<file path="config.mk">
export PLATFORM = sky130hd
export DESIGN_NAME = send_sched
export DESIGN_NICKNAME = d
export VERILOG_FILES = /design/src/rtl/send_sched.sv
export SDC_FILE = /design/constraint.sdc
export NUM_CORES = 1
export LEC_CHECK = 0
export ABC_AREA = 1
export CAP_MARGIN = 20
export CORE_MARGIN = 2
export CORE_UTILIZATION = 62
export CTS_CLUSTER_SIZE = 16
export DETAILED_ROUTE_END_ITERATION = 7
export PLACE_DENSITY = 0.82
export SETUP_SLACK_MARGIN = 0.2
export SLEW_MARGIN = 20
export SYNTH_ARGS = -nofsm -noshare
export SYNTH_HDL_FRONTEND = slang
export SYNTH_SLANG_ARGS = --single-unit
</file>
<file path="constraint.sdc">
create_clock -name clk -period 3.85 [get_ports clk]
set_clock_uncertainty 0.1 [all_clocks]
set_input_delay 0.385 -clock clk [delete_from_list [all_inputs] [get_ports clk]]
set_output_delay 0.385 -clock clk [all_outputs]
set_load 0.02 [all_outputs]
</file>
<file path="src/rtl/send_sched.sv">
// Destination walker for the four-node packet sender: injects N packets from
// each of the other three nodes into every destination, counting sender strobes.
module send_sched #(
  parameter int unsigned PKTS_W    = 8,
  parameter int unsigned DRAIN_CYC = 4,
  parameter int unsigned TIMEOUT   = 1024
) (
  input  logic              clk,
  input  logic              reset,
  input  logic              start,
  input  logic [PKTS_W-1:0] pkt_num,
  input  logic [3:0]        pesi,
  output logic [3:0]        send_en,
  output logic [1:0]        curr_node,
  output logic              busy,
  output logic              done,
  output logic              err,
  output logic [PKTS_W+3:0] tx_total
);

  localparam int unsigned TOT_W   = PKTS_W + 4;
  localparam int unsigned SUM_W   = PKTS_W + 1;
  localparam int unsigned STALL_W = $clog2(TIMEOUT + 1);
  localparam int unsigned DRAIN_W = $clog2(DRAIN_CYC + 1);

  typedef enum logic [1:0] {S_IDLE, S_RUN, S_DRAIN, S_DONE} state_t;

  state_t             state;
  state_t             state_nxt;
  logic [PKTS_W-1:0]  n_q;
  logic [PKTS_W-1:0]  cnt [4];
  logic [STALL_W-1:0] stall;
  logic [DRAIN_W-1:0] drain;
  logic               armed_q;

  logic               start_ok;
  logic               phase_full;
  logic               stall_out;
  logic               drain_last;
  logic               stray;
  logic [3:0]         cnt_hit;
  logic [1:0]         hit_sum;

  // Event decode shared by the FSM and the datapath
  always_comb begin
    start_ok   = start && (pkt_num != '0) && ((state == S_IDLE) || (state == S_DONE));
    cnt_hit    = '0;
    phase_full = (state == S_RUN);
    for (int i = 0; i < 4; i++) begin
      if (2'(i) != curr_node) begin
        cnt_hit[i] = (state == S_RUN) && pesi[i];
        if ((SUM_W'(cnt[i]) + SUM_W'(cnt_hit[i])) != SUM_W'(n_q)) phase_full = 1'b0;
      end
    end
    hit_sum    = 2'(cnt_hit[0]) + 2'(cnt_hit[1]) + 2'(cnt_hit[2]) + 2'(cnt_hit[3]);
    stray      = (state == S_RUN) ? pesi[curr_node] : (pesi != '0);
    stall_out  = (state == S_RUN) && (pesi == '0) && (stall == STALL_W'(TIMEOUT - 1));
    drain_last = (drain == DRAIN_W'(DRAIN_CYC - 1));
  end

  always_ff @(posedge clk or negedge reset) begin
    if (!reset) state <= S_IDLE;
    else        state <= state_nxt;
  end

  always_comb begin
    state_nxt = state;
    case (state)
      S_IDLE, S_DONE: if (start_ok) state_nxt = S_RUN;
      S_RUN: begin
        if (phase_full)     state_nxt = S_DRAIN;
        else if (stall_out) state_nxt = S_DONE;
      end
      S_DRAIN: if (drain_last) state_nxt = (curr_node == 2'd3) ? S_DONE : S_RUN;
      default: state_nxt = S_IDLE;
    endcase
  end

  // Enables look one strobe ahead since pesi lags send_en by a cycle
  always_comb begin
    send_en = '0;
    busy    = (state == S_RUN) || (state == S_DRAIN);
    done    = (state == S_DONE);
    if (state == S_RUN) begin
      for (int i = 0; i < 4; i++) begin
        send_en[i] = (2'(i) != curr_node) &&
                     ((SUM_W'(cnt[i]) + SUM_W'(pesi[i])) < SUM_W'(n_q));
      end
    end
  end

  always_ff @(posedge clk or negedge reset) begin
    if (!reset) begin
      n_q       <= '0;
      for (int i = 0; i < 4; i++) cnt[i] <= '0;
      stall     <= '0;
      drain     <= '0;
      armed_q   <= 1'b0;
      curr_node <= '0;
      err       <= 1'b0;
      tx_total  <= '0;
    end else begin
      armed_q <= 1'b1;
      // The sender can echo one stale strobe right after reset release
      if (armed_q && stray) err <= 1'b1;
      case (state)
        S_IDLE, S_DONE: begin
          if (start_ok) begin
            n_q       <= pkt_num;
            for (int i = 0; i < 4; i++) cnt[i] <= '0;
            stall     <= '0;
            curr_node <= '0;
            err       <= 1'b0;
            tx_total  <= '0;
          end
        end
        S_RUN: begin
          for (int i = 0; i < 4; i++) begin
            if (cnt_hit[i]) cnt[i] <= cnt[i] + PKTS_W'(1);
          end
          tx_total <= tx_total + TOT_W'(hit_sum);
          if (cnt_hit != '0)   stall <= '0;
          else if (pesi == '0) stall <= stall + STALL_W'(1);
          if (phase_full) drain <= '0;
          if (stall_out)  err   <= 1'b1;
        end
        S_DRAIN: begin
          drain <= drain + DRAIN_W'(1);
          if (drain_last && (curr_node != 2'd3)) begin
            curr_node <= curr_node + 2'd1;
            for (int i = 0; i < 4; i++) cnt[i] <= '0;
            stall     <= '0;
          end
        end
        default: ;
      endcase
    end
  end

endmodule
</file>
==> qor.txt, run 1 <==
Status -> finished, final reports clean
Clock buffer count from CTS -> 9
Yosys warning count -> 0
Per-cell routed wire length -> 14.7 um
Arr. time, crit path -> 3060 ps
Clock transition at path regs -> 80 ps
Maximum fanout along the worst path -> 4
Worst path bufs/invs -> 2
Hold Vio Cnt, Final -> 0
Worst reg2reg path startpoint -> curr_node[0]
Fmax -> 282 MHz
Leading post-synthesis cells by cell area -> dfrtp_1 28%, nand2_1 12%, ha_1 12%
Vias in the first global route -> 5671
Clock tree root driver cell -> clkbuf_8
Worst skew pair latency -> 370 ps
Tcrit/Tclk final -> 92.1%
Crit-path cells -> clkdlybuf4s50_1, ha_1, ha_1, xor2_1, ha_1, a21o_1, o21a_1, o21ai_0, nand2_1, a21oi_1, o21bai_1, a21oi_1, clkdlybuf4s15_1
Setup crit start kind -> input pin
Initial antenna violation count -> 0
Post-CTS setup buffer count -> 0
Rel. slew slack -> 37.9%
Setup slack, reg-to-reg -> 500 ps
Clk buf depth -> 2
Share of layout cells above drive strength 1 -> 9.48%
Crit end category -> primary output
Post-detail-place hpwl -> 12100 um
Nets -> 1023
Full die area -> 11300 sq um
EDFF count, synth -> 0
Mean post-synth cell area -> 7.09 sq um
Peak supply drop -> 0.493 mV
Critical Path Most Common Cell -> ha_1
Clk sink count -> 72
WL final -> 16000 um
Crit-path max cell delay -> 500 ps
Drt pass-1 iters -> 5
Top cell type's share of synthesized area -> 27.8%
I/O pin count -> 36
Minimum clock period -> 3550 ps
RSZ-0062 raised after global routing -> yes
H-tree Lvls -> 3
Worst hold path class -> in2async
First-pass GRT wire length -> 27000 um
Leakage power -> 3.48 nW
ANT nets after route -> 0
Tightest Pin Transition -> 932 ps
Synth cell types -> 49
Synthesized Nets -> 992
Power Dens Cells -> 614 nW/um^2
Largest net degree at the start of global routing -> 73
GRT Residual Overflow -> 0
Setup WS post-layout -> 305 ps
Mapped cell area -> 6470 sq um
Row count -> 37
Sequential element share of the synthesized area -> 27.8%
Via count -> 6013
DRT iter0 DRCs -> 504
Die Wd -> 106 um
Initial Util -> 63.3%
GRT Util Overall -> 30.3%
CP top delay family -> compound AO/OA/AOI/OAI gates
Worst EP required -> 3370 ps
DIE HEIGHT -> 106 um
Reg-to-reg endpoint -> tx_total[6]
Post-synth top flop -> dfrtp_1
Worst Path Class, Setup -> in2out
Post-Place Setup Slack -> -55.0 ps
GP Congestion -> 0.922
DRC -> 0
Port Buffers -> 35
Crit path max-delay cell type -> clkdlybuf4s50_1
Fin. max-slew vios -> 0
Max cap viols -> 0
FFs w/ async S/R, synth -> 100%
Number of diodes -> 0
Detailed-route vias per instance -> 5.54
Synth-to-layout area growth -> 9.80%
Setup violators final -> 0
TritonCTS clock tree -> yes
Leading area contributor after synthesis -> dfrtp_1
Synth Instances -> 913
#FFs+latches synth -> 72
FF-to-FF path depth -> 12
Fin util -> 69.5%
CTS Hold Bufs -> 0
Area of the core -> 10200 sq um
[cell families (layout without fill, tap and decap cells)]
family	after synthesis	count (layout)	synth area share (%)
flops	72	72	27.8
buf+inv	146	182	9.55
fa+ha+maj	64	64	12.6
other cells	1	1	0.0579
compound gates	138	138	12.5
simple gates	441	441	30.5
xor+xnor	51	51	6.90
[per-layer routing]
metal  part of all wire (%)  global-route usage, %  wire length [um]
met5                      0                      0                 0
met4                    2.3                   11.0               365
met3                    7.1                   4.90              1140
met2                     44                   47.3              7040
met1                     47                   42.6              7440
[where the power goes]
| part | leakage, nW | switching, mW | internal (mW) | total (mW) |
|---|---|---|---|---|
| clock | 0.103 | 0.290 | 0.333 | 0.623 |
| sequential | 0.970 | 0.254 | 0.903 | 1.16 |
| combinational | 2.41 | 1.66 | 0.917 | 2.58 |
| total | 3.48 | 2.21 | 2.15 | 4.36 |
[worst max-delay path by stage]
| stage | startpoint | to | slack [ps] | depth (start not counted) |
|---|---|---|---|---|
| 6_report | pesi[3] | send_en[3] | 300 | 13 |
| 5_1_grt | pesi[1] | send_en[1] | 110 | 13 |
| 4_1_cts | pesi[1] | send_en[1] | 240 | 13 |
| 3_5_place_dp | pesi[1] | send_en[1] | -50 | 13 |
| 3_3_place_gp | pesi[3] | send_en[3] | 80 | 13 |
| 2_1_floorplan | curr_node[0] | tx_total[6] | 680 | 12 |
[synth_stat cells, types with 10 or more instances]
cell type / n
dfrtp_1: 72
nand2_1: 214
ha_1: 62
nor3_1: 19
buf_2: 11
xnor2_1: 10
o21ai_0: 50
inv_1: 108
nand2_2: 19
inv_2: 11
nand3_1: 56
xor2_1: 41
a21oi_1: 50
nor2_1: 88
nand4_1: 11
[sequential cells by signal, indices dropped and copies added (netlist names)]
signal and cells:
armed_q 1, cnt 32, curr_node 2, drain 3, err 1, n_q 8, stall 11, state 2
tx_total 12
[repair_timing]
item / in CTS / in global routing
gates resized for setup: 4 / 13
endpoints found under the hold margin: 0 / 0
endpoints found under the setup margin: 4 / 11
pin swaps: 0 / 0
[final cells by class]
class                   instances  area, sq um
multi-input cells             695         4070
fillers                       867         3120
flip-flops and latches         72         1800
inverters                     121          457
repair buffers                 45          412
well taps                     136          170
clock buffers                  13          159
clock inverters                 3         40.0
[cells in the final DEF, fill, tap and decap left out, drive strengths merged, types with 5 or more instances in the layout]
master         instances
clkdlybuf4s50         30
nor2                 102
buf                   12
o21ai                 56
dfrtp                 72
a32o                   5
xnor2                 10
nand4                 11
inv                  120
nor4                   5
nand3                 58
a21oi                 51
ha                    62
xor2                  41
o21a                   5
o31ai                  9
nor3                  24
clkbuf                14
nand2                234
[per-stage QoR]
stage | power (mW) | cell area [sq um] | cells | hold WS, ps | setup TNS (ps)
finish | 4.36 | 7110 | 1085 | 53.0 | 0
global route | 4.75 | 7110 | 1085 | 157 | 0
CTS | 4.34 | 7100 | 1085 | 98.5 | 0
detailed placement | 3.72 | 6900 | 1069 | 378 | -55.0
global placement | 3.65 | 6900 | 1069 | 366 | 0
floorplan | 2.98 | 6470 | 913 | -10.6 | 0
Power figures use the tool's default switching activity.
==> run 2, diff against run 1 <==
Settings changed: SLEW_MARGIN 20 to not set.
==> results of run 2 <==
Final layout, timing and power as in run 1 (identical DEF).
==> run 3, diff against run 2 <==
Settings changed: CORE_UTILIZATION 62 to 66, DONT_BUFFER_PORTS set to 1, SLEW_MARGIN set to 20.
==> run 3 against run 2 <==
  * Register-to-register slack got worse by 60 ps
  * Hold slack got worse by 16 ps
  * Non-clock buffer count decreased by 37
  * Routed wire length increased by 6.8%
  * Die area decreased by 5.8%
  * Clock power increased by 16%
  * Fmax increased by 2.2%
  * Flip-flop and latch count unchanged
  * Power increased by 1.2%
  * Critical endpoint is now send_en[2]
==> qor.txt, run 3 (synthesis results as in run 1) <==
Status -> finished, final reports clean
Sequential power share -> 27.4%
DIE HEIGHT -> 103 um
Minimum clock period -> 3470 ps
GRT Residual Overflow -> 0
DRC -> 0
Peak supply drop -> 0.531 mV
Worst reg2reg path startpoint -> curr_node[0]
Maximum fanout along the worst path -> 4
Fin util -> 71.0%
ANT nets after route -> 0
Die Wd -> 103 um
Per-cell routed wire length -> 16.3 um
Worst skew pair latency -> 370 ps
WL final -> 17100 um
Post-Place Setup Slack -> 340 ps
Hold EP -> n_q[2]
Hold_sp -> pkt_num[2]
Share of layout cells above drive strength 1 -> 10.4%
Crit-path max cell delay -> 410 ps
First-pass GRT wire length -> 27000 um
TritonCTS clock tree -> yes
Tightest Pin Transition -> 530 ps
RSZ-0062 raised after global routing -> no
H-tree Lvls -> 3
Clock network fraction of design power -> 16.3%
Max reg flops -> 32
Full die area -> 10600 sq um
Max cap viols -> 0
Fmax -> 288 MHz
Initial Util -> 67.1%
Tcrit/Tclk final -> 90.1%
Leakage power -> 3.36 nW
Setup violators final -> 0
Commonest cells after routing, fill and taps aside -> 214 x nand2_1, 108 x inv_1, 87 x nor2_1
P_sw -> 2.28 mW
Worst Path Class, Setup -> reg2out
Setup WS post-layout -> 381 ps
Detailed-route vias per instance -> 5.87
Net Sw Frac -> 51.6%
Clock buffer count from CTS -> 9
Power Dens Cells -> 645 nW/um^2
Post-Route Setup TNS -> 0 ps
Hold Vio Cnt, Final -> 0
Port Buffers -> 0
Nets -> 986
Post-detail-place hpwl -> 12700 um
Worst EP required -> 3370 ps
Crit end category -> primary output
P_int -> 2.14 mW
I/O pin count -> 36
Vias in the first global route -> 5762
Hold path depth -> 2
Largest net degree at the start of global routing -> 73
Number of diodes -> 0
Fin. max-slew vios -> 0
Setup slack, reg-to-reg -> 440 ps
Synth-to-layout area growth -> 5.78%
Crit-path cells -> ha_1, ha_1, nand2_1, xnor2_1, ha_1, a21oi_1, o21a_1, nor2_1, nor4_2, o31ai_1, nor3_1, buf_4
Clock tree root driver cell -> clkbuf_8
Critical Path Most Common Cell -> ha_1
Rel. slew slack -> 64.8%
Reg with most FFs -> cnt
Drt pass-1 iters -> 5
Initial antenna violation count -> 0
Crit path max-delay cell type -> dfrtp_1
Arr. time, crit path -> 2980 ps
Clock transition at path regs -> 90 ps
Worst hold path class -> in2reg
Via count -> 6129
Combinational power share -> 56.2%
DRT iter0 DRCs -> 419
GP Congestion -> 0.970
Clk buf depth -> 2
Setup crit start kind -> flop
Area of the core -> 9640 sq um
Commonest non-fill, non-tap cell in the layout -> nand2_1
FF-to-FF path depth -> 12
Row count -> 36
Reg-to-reg endpoint -> tx_total[8]
Clk sink count -> 72
GRT Util Overall -> 33.0%
Top flop regs -> cnt x32, tx_total x12, stall x11
-- run 3: cell count changes in the layout (fill, tap and decap cells not counted), sizes merged --
cell           previous run  this run
buf                      12         7
clkdlybuf4s50            30         0
inv                     120       122
clkinv                    3         1
dlygate4sd1               1         0
clkinvlp                  0         1
bufinv                    1         2
dlygate4sd3               0         1
clkbuf                   14        11
clkdlybuf4s15             1         0
-- run 3: worst max path at each step --
stage                      start          end  slack, ps  cells after the start
floorplan           curr_node[0]  tx_total[6]        680                     12
global placement    curr_node[0]  tx_total[6]        420                     12
detailed placement  curr_node[0]  tx_total[6]        340                     12
CTS                      cnt[16]   send_en[1]        280                     12
global route        curr_node[1]  tx_total[8]        230                     12
finish                    cnt[8]   send_en[2]        380                     12
-- run 3: cell type report --
class	count	area (sq um)
Clock buffer	11	151
Timing Repair Buffer	8	82.6
Clock inverter	5	85.1
Inverter	121	457
Sequential cell	72	1800
Tap cell	133	166
Multi-Input combinational cell	695	4100
Fill cell	854	2790
-- run 3: critical path, delay by kind of cell, from the launching register on --
kind	cells	cell delay, ps
and+or+nand+nor	4	600
adders and majority gates	3	730
AOI/OAI and AO/OA	3	460
DFF	1	410
xor gates and xnor gates	1	210
buffers and inverters	1	200
-- run 3: what timing repair did --
item	4_1_cts	5_1_grt
resized for setup	0	12
buffers inserted	0	0
endpoints found under the hold margin	72	0
endpoints found under the setup margin	0	7
hold buffers	2	0
-- run 3: power groups by stage --
stage	clock network (mW)	logic [mW]	registers [mW]
finish	0.722	2.48	1.21
global placement	0	2.28	1.21
CTS	0.728	2.41	1.20
detailed placement	0	2.36	1.21
floorplan	0	1.90	1.08
global route	0.760	2.76	1.23
-- run 3: metrics by stage --
stage	cells	power, mW	area [sq um]	hold WS (ps)
after floorplan	913	2.98	6470	-10.6
after global routing	1045	4.75	6850	38.8
final	1045	4.41	6850	37.4
after detailed placement	1027	3.57	6520	-9.53
after global placement	1027	3.49	6520	-9.14
after CTS	1045	4.34	6800	32.1
-- run 3: per-layer routing --
metal | up-vias | GRT usage [%] | routed length [um]
li1 | 2958 | - | -
met1 | 2857 | 41.8 | 7100
met2 | 252 | 54.4 | 7990
met3 | 62 | 6.98 | 1290
met4 | 0 | 14.4 | 685
met5 | - | 0 | 0
==> patch (settings of run 1) <==
`TIMEOUT`: 1024 -> 2048.
--- a/src/rtl/send_sched.sv
+++ b/src/rtl/send_sched.sv
@@ -3,7 +3,7 @@
 module send_sched #(
   parameter int unsigned PKTS_W    = 8,
   parameter int unsigned DRAIN_CYC = 4,
-  parameter int unsigned TIMEOUT   = 1024
+  parameter int unsigned TIMEOUT   = 2048
 ) (
   input  logic              clk,
   input  logic              reset,
Formal check against the unedited RTL: same outputs for any inputs over 4 cycles, from zero or initial values and one cycle with reset low; that may be too few to reach the edited logic, so the function may still have changed.
==> patch against run 1 <==
- maximum frequency increased by 4.4%
- sequential share of layout area increased by 0.55 points
- utilization decreased by 0.16 points
- non-clock buffer count increased by 4
- synthesized area decreased by 1.2%
- worst setup slack improved by 150 ps
- global-route usage increased by 1.5 points
- wire length increased by 4.2%
- final area decreased by 0.69%
- register-to-register slack got worse by 40 ps
- combinational power decreased by 24%
- power decreased by 13%
- sequential cell count increased by 1
- critical path type unchanged
==> patch: results (changes against run 1) <==
** Layout
- Regs by FF count: cnt: 32 flops, stall: 12 flops, tx_total: 12 flops (was cnt: 32 flops, tx_total: 12 flops, stall: 11 flops).
- The post-layout net count was 1027 (was 1023).
- Layout cells sized above 1 :: 7.555% (was 9.484%)

** Yosys
- Synthesized Nets :: 990 (was 992)
- Number of different library cells in the post-synthesis netlist :: 47 (was 49)
- Adder and majority cell fraction of the synthesized area :: 12.76% (was 12.60%)
- The area fraction in compound gates after synthesis came to 12.15% (was 12.53%).
- The number of warnings printed during yosys synthesis is 0 (unchanged).
- Synth top area cells :: dfrtp_1, nand2_1, ha_1, inv_1, nor2_1 (was dfrtp_1, nand2_1, ha_1, inv_1, xor2_1)
- The most used flip-flop cell after synthesis is dfrtp_1 (unchanged).
- The mean cell area of the mapped netlist came to 7.018 um^2 (was 7.089 um^2).
- Xor-xnor portion of the synthesized cell area :: 7.260% (was 6.901%)
- List of most frequent post-synthesis cells: nand2_1, inv_1, nor2_1 (unchanged).
- Register area share after synthesis :: 28.57% (was 27.84%)
- Share of synthesized area spent on multiplexers :: 0% (unchanged)

** Placed design
- The number of cells in the design after placement came to 1073 (was 1069).
- Cell Area, Placed :: 6878 um^2 (was 6904 um^2)
- GP Congestion :: 0.9405 (was 0.9220)
- The HPWL after detailed placement is 12.36 mm (was 12.12 mm).
- The worst slack after detailed placement came to 53.82 ps (was -54.97 ps).

** Pwr
- The peak supply drop was 0.4068 mV (was 0.4927 mV).
- The leakage power is 0.003578 uW (was 0.003482 uW).

** Worst setup path
- Worst reg2reg path depth :: 15 (was 12)
- Maximum net fanout on the critical path :: 3 (was 4)
- The capture instance of the worst register-to-register path is tx_total[5] (was tx_total[6]).
- Reg2reg start :: curr_node[0] (unchanged)
- Critical Path AT :: 2910 ps (was 3060 ps)
- The setup slack of the worst register-to-register path came to 460 ps (was 500 ps).

** Status
- Result of the run :: finished clean (unchanged)

** Drt
- The via density per instance is 5.511 (was 5.542).
- WL final :: 16.65 mm (was 15.98 mm)
- DRC marker count from the first detailed-route iteration :: 451 (was 504)
- The via count of the routed design was 6001 (was 6013).

** Clock tree
- CTS buffer count :: 9 (unchanged)
- The count of instances resized after the clock tree is built came to 4 (unchanged).
- The maximum buffer depth of the clock tree was 2 (unchanged).

** Timing
- The hold slack was 49.17 ps (was 53.00 ps).
- The worst max-slew margin expressed relative to the limit was 36.60% (was 37.89%).

** GRT
- First-pass GRT wire length :: 27.87 mm (was 27.02 mm)
- Via count of the first global-routing pass :: 5698 (was 5671)
- The largest net degree at the start of global routing came to 74 (was 73).
- The total routing usage reported by global routing came to 31.79% (was 30.30%).
==> patch: report_power, final <==
part           leakage [uW]  switching, uW  internal [uW]
Combinational       0.00263           1170            789
Sequential         0.000854            321            946
Clock             0.0000911            300            265
==> patch: area by class of cell <==
| class | count | area, um^2 |
|---|---|---|
| multi-input cells | 690 | 3976 |
| fillers | 891 | 3127 |
| flip-flops and latches | 73 | 1828 |
| inverters | 125 | 469.2 |
| repair buffers | 49 | 432.9 |
| well taps | 136 | 170.2 |
| clock buffers | 11 | 151.4 |
| clock inverters | 5 | 30.03 |
==> patch: critical path: stages <==
cell,delay [ps]
clkdlybuf4s50_1,490
ha_1,280
ha_1,210
xor2_1,150
ha_1,300
a21o_1,160
o21a_1,170
o21ai_0,160
nand2_1,80
a21oi_1,130
o21bai_1,70
a21oi_1,120
clkbuf_2,180
==> patch: routing by layer <==
| metal | global-route usage, % | vias to the layer above | wire, um |
|---|---|---|---|
| met2 | 49.82 | 244 | 7293 |
| li1 | - | 3023 | - |
| met1 | 43.07 | 2695 | 7367 |
| met4 | 13.72 | 0 | 542 |
| met5 | 0 | - | 0 |
| met3 | 6.061 | 39 | 1443 |
==> patch: how the worst max path moves through the flow <==
stage | slack [ps] | start | endpoint | cells after the start
2_1_floorplan | 560 | curr_node[0] | tx_total[11] | 13
3_3_place_gp | 100 | pesi[2] | send_en[2] | 13
3_5_place_dp | 50 | pesi[2] | send_en[2] | 13
4_1_cts | 220 | state[1] | tx_total[5] | 16
5_1_grt | 190 | curr_node[0] | tx_total[5] | 15
6_report | 460 | pesi[3] | send_en[3] | 13
==> patch: cell families after synthesis <==
kind of cell / count (synthesis)
buffers and inverters: 148
adder cells (fa/ha/maj): 64
XOR/XNOR: 53
flip-flops: 73
AND/OR/NAND/NOR: 440
AO/OA/AOI/OAI: 132
other: 1
